`config.mk`:
```
export PLATFORM = sky130hd
export DESIGN_NAME = nic_fifo
export DESIGN_NICKNAME = d
export VERILOG_FILES = /design/src/rtl/nic_fifo.sv
export SDC_FILE = /design/constraint.sdc
export NUM_CORES = 1
export LEC_CHECK = 0
export ABC_AREA = 1
export CAP_MARGIN = 20
export CELL_PAD_IN_SITES_DETAIL_PLACEMENT = 1
export CELL_PAD_IN_SITES_GLOBAL_PLACEMENT = 1
export CORE_MARGIN = 3
export CORE_UTILIZATION = 49
export DETAILED_ROUTE_END_ITERATION = 7
export PLACE_DENSITY = 0.94
export SLEW_MARGIN = 20
export SYNTH_ARGS = -nofsm -noshare
export SYNTH_HDL_FRONTEND = slang
export SYNTH_SLANG_ARGS = --single-unit
```
`constraint.sdc`:
```
create_clock -name clk -period 12.22 [get_ports clk]
set_input_delay 2.444 -clock clk [delete_from_list [all_inputs] [get_ports clk]]
set_output_delay 2.444 -clock clk [all_outputs]
set_load 0.02 [all_outputs]
```
`src/rtl/nic_fifo.sv`:
```
// NIC between a processing element and its mesh router port: independent input and
// output packet FIFOs with occupancy counters, CPU register access and a streaming send path.
module nic_fifo #(
  parameter int PACKET_WIDTH = 64,
  parameter int DEPTH        = 4
) (
  input  logic                    clk,
  input  logic                    reset,
  input  logic [1:0]              addr,
  input  logic [PACKET_WIDTH-1:0] d_in,
  output logic [PACKET_WIDTH-1:0] d_out,
  input  logic                    nicEn,
  input  logic                    nicEnWR,
  input  logic                    net_si,
  output logic                    net_ri,
  input  logic [PACKET_WIDTH-1:0] net_di,
  output logic                    net_so,
  input  logic                    net_ro,
  output logic [PACKET_WIDTH-1:0] net_do,
  input  logic                    net_polarity
);

  localparam int CW = $clog2(DEPTH) + 1;
  localparam int PW = $clog2(DEPTH);
  localparam logic [CW-1:0] FULL_CNT = CW'(DEPTH);

  logic [PACKET_WIDTH-1:0] in_mem  [DEPTH];
  logic [PACKET_WIDTH-1:0] out_mem [DEPTH];

  logic [PW-1:0]           in_wptr_q, in_wptr_d, in_rptr_q, in_rptr_d;
  logic [PW-1:0]           out_wptr_q, out_wptr_d, out_rptr_q, out_rptr_d;
  logic [CW-1:0]           in_count_q, in_count_d, out_count_q, out_count_d;
  logic                    ovf_q, ovf_d;
  logic [PACKET_WIDTH-1:0] d_out_q, d_out_d, net_do_q, net_do_d;
  logic                    net_so_q, net_so_d;

  logic cpu_rd, cpu_wr_out, in_full, out_full;
  logic in_push, in_pop, send, out_push, ovf_set, ovf_clr;

  always_comb begin
    cpu_rd     = nicEn && !nicEnWR;
    cpu_wr_out = nicEn && nicEnWR && (addr == 2'b10);
    in_full    = (in_count_q == FULL_CNT);
    out_full   = (out_count_q == FULL_CNT);
    // A full input FIFO refuses the router even if the CPU drains it this cycle.
    in_push    = net_si && !in_full;
    in_pop     = cpu_rd && (addr == 2'b00) && (in_count_q != '0);
    send       = (out_count_q != '0) && net_ro && net_polarity;
    out_push   = cpu_wr_out && (!out_full || send);
    ovf_set    = cpu_wr_out && out_full && !send;
    ovf_clr    = cpu_rd && (addr == 2'b11);
  end

  assign net_ri = !in_full;

  always_comb begin
    in_wptr_d   = in_wptr_q;
    in_rptr_d   = in_rptr_q;
    in_count_d  = in_count_q;
    out_wptr_d  = out_wptr_q;
    out_rptr_d  = out_rptr_q;
    out_count_d = out_count_q;
    ovf_d       = ovf_q;
    d_out_d     = d_out_q;
    net_do_d    = net_do_q;
    net_so_d    = send;

    if (in_push) in_wptr_d = in_wptr_q + PW'(1);
    if (in_pop)  in_rptr_d = in_rptr_q + PW'(1);
    case ({in_push, in_pop})
      2'b10:   in_count_d = in_count_q + CW'(1);
      2'b01:   in_count_d = in_count_q - CW'(1);
      default: in_count_d = in_count_q;
    endcase

    if (out_push) out_wptr_d = out_wptr_q + PW'(1);
    if (send) begin
      out_rptr_d = out_rptr_q + PW'(1);
      net_do_d   = out_mem[out_rptr_q];
    end
    case ({out_push, send})
      2'b10:   out_count_d = out_count_q + CW'(1);
      2'b01:   out_count_d = out_count_q - CW'(1);
      default: out_count_d = out_count_q;
    endcase

    if (ovf_set)      ovf_d = 1'b1;
    else if (ovf_clr) ovf_d = 1'b0;

    if (cpu_rd) begin
      case (addr)
        2'b00:   d_out_d = in_pop ? in_mem[in_rptr_q] : '0;
        2'b01:   d_out_d = PACKET_WIDTH'({in_count_q, 1'b0, (in_count_q != '0)});
        2'b10:   d_out_d = '0;
        default: d_out_d = PACKET_WIDTH'({out_count_q, ovf_q, out_full});
      endcase
    end
  end

  always_ff @(posedge clk) begin
    if (reset) begin
      in_wptr_q   <= '0;
      in_rptr_q   <= '0;
      in_count_q  <= '0;
      out_wptr_q  <= '0;
      out_rptr_q  <= '0;
      out_count_q <= '0;
      ovf_q       <= 1'b0;
      d_out_q     <= '0;
      net_do_q    <= '0;
      net_so_q    <= 1'b0;
    end else begin
      in_wptr_q   <= in_wptr_d;
      in_rptr_q   <= in_rptr_d;
      in_count_q  <= in_count_d;
      out_wptr_q  <= out_wptr_d;
      out_rptr_q  <= out_rptr_d;
      out_count_q <= out_count_d;
      ovf_q       <= ovf_d;
      d_out_q     <= d_out_d;
      net_do_q    <= net_do_d;
      net_so_q    <= net_so_d;
    end
  end

  // Packet storage is deliberately left out of reset; only pointers and counts define contents.
  always_ff @(posedge clk) begin
    if (in_push)  in_mem[in_wptr_q]   <= net_di;
    if (out_push) out_mem[out_wptr_q] <= d_in;
  end

  assign d_out  = d_out_q;
  assign net_do = net_do_q;
  assign net_so = net_so_q;

endmodule
```
==> Yosys cells after proc, flatten, opt, wreduce, memory -nomap -nowiden <==
Memories as Yosys holds them, arrays and structs flattened. A register that Yosys moved wholly into a read port is not among the register bits.
Index checks and enable logic that the tools add are counted.
{ "word_totals": {"mem_bits_rw": 512, "memories": 2, "inputBits": 137, "ff_bits": 80} }
{ "classes": {"muxes": 12, "reduce_logical": 23, "n_eq_ne": 9, "addsub": 8} }
{ "mem_list": {"columns": ["name", "words", "word_bits", "rd", "rd_clocked_by_memory_dff", "write_ports", "line_no", "rtl"], "rows": [
  ["in_mem", 4, 64, 1, 1, 1, "27", "logic [PACKET_WIDTH-1:0] in_mem [DEPTH];"],
  ["out_mem", 4, 64, 1, 1, 1, "28", "logic [PACKET_WIDTH-1:0] out_mem [DEPTH];"]
]} }
{ "op_table": {"columns": ["cell", "count"], "rows": [
  ["64-bit one-hot mux with 3 select lines", 1],
  ["64-bit two-way mux", 1],
  ["1-bit logical AND", 12],
  ["3-bit one-hot mux with 2 select lines", 2],
  ["2-bit by 1-bit adder with 2-bit output (second input constant)", 4],
  ["2-bit == test (second input constant)", 4],
  ["3-bit by 1-bit adder with 3-bit output (second input constant)", 2],
  ["2-bit by 1-bit == test with 1-bit output (second input constant)", 3],
  ["3-bit == test (second input constant)", 2],
  ["1-bit two-way mux", 6],
  ["2-bit nonzero test", 3],
  ["3-bit nonzero test", 2],
  ["3-bit by 1-bit subtractor with 3-bit output (second input constant)", 2],
  ["1-bit zero test", 4],
  ["2-bit two-way mux", 2],
  ["2-bit zero test", 1],
  ["1-bit logical OR", 1]
]} }

==> Depth between registers and ports, before layout <==
{ "logic_depth": {"word_depth": 7, "depth_mapped": 12, "ltp_nobuf": 11} }

==> Least setup slack after synthesis <==
No wires, ideal clock.
{ "synth_path": {"path_type": "input -> register", "start": "input addr[0]", "end": "memory out_mem[0][0], enable pin", "t_arrival_ns": 5.604, "slack_ns": 6.129, "t_required_ns": 11.733, "path_buffers": 0, "path_stages": 5, "setup_time_ns": 0.487, "path_cell_list": "inv_1 nand2_1 nor2_2 nand2_1 nor2_1"} }
{ "synth_via": {"elab_chain_cells": 5} }
{ "synth_rtl": {"columns": ["element", "line_no", "rtl"], "rows": [
  ["start, declared", "9", "input logic [1:0] addr,"],
  ["2-bit == test", "42", "cpu_wr_out = nicEn && nicEnWR && (addr == 2'b10);"],
  ["1-bit logical AND", "42", null],
  ["1-bit logical AND", "49", "out_push = cpu_wr_out && (!out_full || send);"],
  ["1-bit two-way mux", "129", "if (out_push) out_mem[out_wptr_q] <= d_in;"],
  ["1-bit two-way mux (not written as such)", "129", null],
  ["end, declared", "28", null]
]} }
No other way between the ends.

==> Worst setup path in the final report <==
{ "layout_path": {"start": "input net_polarity", "end": "register net_do_q[5] (netlist: net_do[5]), read port of out_mem"} }
{ "layout_via": {"elab_chain_cells": 1} }
{ "layout_rtl": {"columns": ["element", "line_no", "rtl"], "rows": [
  ["start, declared", "20", "input logic net_polarity"],
  ["1-bit logical AND", "48", "send = (out_count_q != '0) && net_ro && net_polarity;"],
  ["end, declared", "34", "logic [PACKET_WIDTH-1:0] d_out_q, d_out_d, net_do_q, net_do_d;"]
]} }
No other way between the ends.
A chain may end at the register's enable or synchronous reset.

==> results by group <==
Status
  • Status: finished, final reports clean

Finish
  • Util after Layout: 0.6071
  • Final Net Count: roughly 2,400
  • Finished layout cell area: 29,840 um^2
  • Filler cell count: about 4,800
  • Layout area overhead: 21.78%
  • Layout cells sized above 1: 0.06119

Clock tree
  • Worst-case clock buffer depth: 3
  • Clock slew at reported path FFs: about 60 ps
  • Cts repair resizes: 0
  • Worst-Skew Late Latency: roughly 600 ps
  • Clock root buffer: clkbuf_16
  • Cts hold-fix bufs: 0
  • CTS tree: done
  • # clock sinks: 658
  • Setup bufs post-CTS: 0
  • H-tree depth: 3
  • CTS Buf Count: 68

Routing
  • Drt first pass iters: 5
  • Antenna viol nets, final: 0
  • Via density: ~5.8
  • DR iter-0 viols: between 1,500 and 2,000
  • Final WL: between 70,000 and 80,000 um
  • Remaining DRCs: 0
  • WL/cell: roughly 25 um
  • Via count: 17,210

Placement
  • Final Wtd Congestion: between 0.8 and 0.9
  • DP Area: 27,540 um^2
  • Port Buf Inserts: around 270
  • DP Wirelength: just over 40,000 um

STA
  • Final Setup Violations: 0
  • Max-slew headroom: 0.2673
  • Final Hold Viols: 0
  • RSZ-0062 raised after global routing: no
  • Tmin final: approximately 5000 ps
  • Skew final: approximately 19 ps
  • Tcrit/Tclk final: 0.4098
  • Max Fclk: 0.1997 GHz
  • Slew @ Worst Pin: ~1100 ps
  • Setup TNS Final: 0 ps
  • Final Max Slew Viols: 0

Hold path
  • Worst Hold Endpoint: d_out[49]$_SDFFE_PP0N_
  • Hold path start: d_out[49]$_SDFFE_PP0N_
  • Hold Path Class: reg2reg
  • Cells on Worst Hold Path: 2

Yosys
  • Synthesized area per cell: 12.22 um^2
  • Cell taking the most area after synthesis: edfxtp_1
  • Netlist Area Pre-Place: about 25,000 um^2
  • Post-synth ARST share: 0
  • Synth top area share: 0.6275
  • Number of synthesized flops with an enable pin: a little over 500
  • Yosys synthesis warning count: 0
  • Synth Instances: between 2,000 and 2,500
  • Seq/Total Area, Yosys: 0.7467
  • Most numerous cell in the Yosys netlist: edfxtp_1
  • Syn Nets: 2,153
  • Synthesized flop and latch total: roughly 660
  • Top cells by count, synth: edfxtp_1, nor2_1, o21ai_0, nand2_1, dfxtp_1
  • Main synth FF type: edfxtp_1
  • Synth cell types: 30
  • Synth area leaders: edfxtp_1, dfxtp_1, nor2_1

Power
  • Worst ir drop on vdd: roughly 0.00014 V
  • Leak: roughly 0.01 uW
  • Pwr Density: 166.0 nW/um^2

Critical path
  • Critical path's top delay family: compound AO/OA/AOI/OAI gates
  • CP max FO: 92
  • Reg2reg path depth: 5
  • R2R Setup Slk: 9180 ps
  • CP max stage cell: a21oi_4
  • Critical path origin: net_polarity
  • Crit-path max cell delay: around 860 ps
  • Reg-to-reg endpoint: net_do[5]$_SDFFE_PP0N_
  • Critical path cell sequence: clkdlybuf4s50_1, nand2_1, a21oi_4, buf_4, o21ai_0, a31oi_1
  • Worst Setup Start Kind: input port
  • Crit path capture type: flip-flop
  • Worst path bufs/invs: 2
  • WS Path Type: in2reg
  • CP arrival: 5500 ps
  • Reg2Reg Launch Point: out_count_q[2]$_SDFFE_PP0P_
  • Critical Path RT: roughly 13,000 ps

GRT
  • Total Routing Usage GR: 0.2735
  • First-pass GRT wire length: between 100,000 and 150,000 um
  • Pin count of the biggest net entering global routing: about 120
  • Vias in the first global route: 18,560
  • Antenna violations before repair: 6
  • GR Overflow Total: 0

Floorplan
  • Boundary pin count: between 200 and 300
  • Total die area: between 50,000 and 60,000 um^2
  • Chip Height: around 230 um
  • Die width: between 200 and 250 um
  • Core box area: between 40,000 and 50,000 um^2
  • Core Rows: just over 80
  • Initial Util: 0.4985

Run
  • Max Cap Viol: 0
[worst register-to-register path: cells and delay by family, from the launching register on]
family,cells,cell delay (ps)
flip-flops,1,350
buffers and inverters,2,1050
AO/OA/AOI/OAI,3,1560
[logic make-up (layout without fill, tap and decap cells)]
| logic type | count (synthesis) | count (layout) | share of synthesized area |
|---|---|---|---|
| DFF | 658 | 658 | 0.7467 |
| and+or+nand+nor | 631 | 631 | 0.09881 |
| AOI/OAI and AO/OA | 544 | 544 | 0.1148 |
| buffers and inverters | 160 | 443 | 0.03309 |
| adders and majority gates | 11 | 11 | 0.006230 |
| xor gates and xnor gates | 1 | 1 | 0.0003575 |
| other | 0 | 6 | 0 |
[placed cells by master (no fill, tap or decap), drive strengths merged, types with 19 or more instances in the layout]
master	count
a31oi	64
nand2	151
clkbuf	95
edfxtp	512
nor2	469
o21ai	394
clkdlybuf4s50	265
inv	33
buf	22
dfxtp	146
clkinv	19
a21oi	82
[final cells by class]
class	instances	area [um^2]	area share
clock inverter	27	330.3	0.01107
antenna	6	15.01	0.0005031
tap	664	830.8	0.02784
clock buffer	95	1927	0.06457
inverter	34	130.1	0.004361
timing repair buffer	287	2835	0.09501
multi-input combinational	1187	5463	0.1831
sequential	658	18310	0.6136
[sequential cells by signal (all words and copies together), names as in the netlist, named ones only]
name,count
out_count_q,3
out_rptr_q,2
out_wptr_q,2
in_rptr_q,2
net_so,1
in_count_q,3
in_wptr_q,2
ovf_q,1
out_mem,256
net_do,64
in_mem,256
d_out,64
[per-layer routing]
metal  vias up  share of wire  wire length [um]  GRT usage
li1       7555              -                 -          -
met4         8          0.030              2173    0.08686
met2       787           0.52             38070     0.4896
met3       184          0.075              5481    0.06119
met5         -        0.00067                49          0
met1      8676           0.38             27510     0.3286
[per-stage QoR]
step	setup WS, ps	hold slack [ps]	std cells	total power [uW]
2_1_floorplan	6129	454.8	2005	2700
5_1_grt	7069	490.5	2953	5105
3_3_place_gp	7047	451.3	2829	2830
3_5_place_dp	6849	467.6	2829	2863
6_report	7213	476.5	2958	4955
4_1_cts	7328	478.3	2951	4982
[worst max path at each step]
| stage | endpoint | depth (start not counted) |
|---|---|---|
| after detailed placement | net_do[5]$_SDFFE_PP0N_ | 6 |
| after global placement | out_mem[2][36]$_DFFE_PP_ | 6 |
| after CTS | net_do[5]$_SDFFE_PP0N_ | 6 |
| after floorplan | out_mem[0][0]$_DFFE_PP_ | 5 |
| after global routing | net_do[5]$_SDFFE_PP0N_ | 6 |
| final | net_do[5]$_SDFFE_PP0N_ | 6 |
[power breakdown]
part	switching (uW)	internal [uW]	leakage [uW]
Clock	854	1270	0.00110
Sequential	36.4	2480	0.00584
Combinational	202	113	0.00304
No activity file was read; power rests on OpenSTA's default activity.
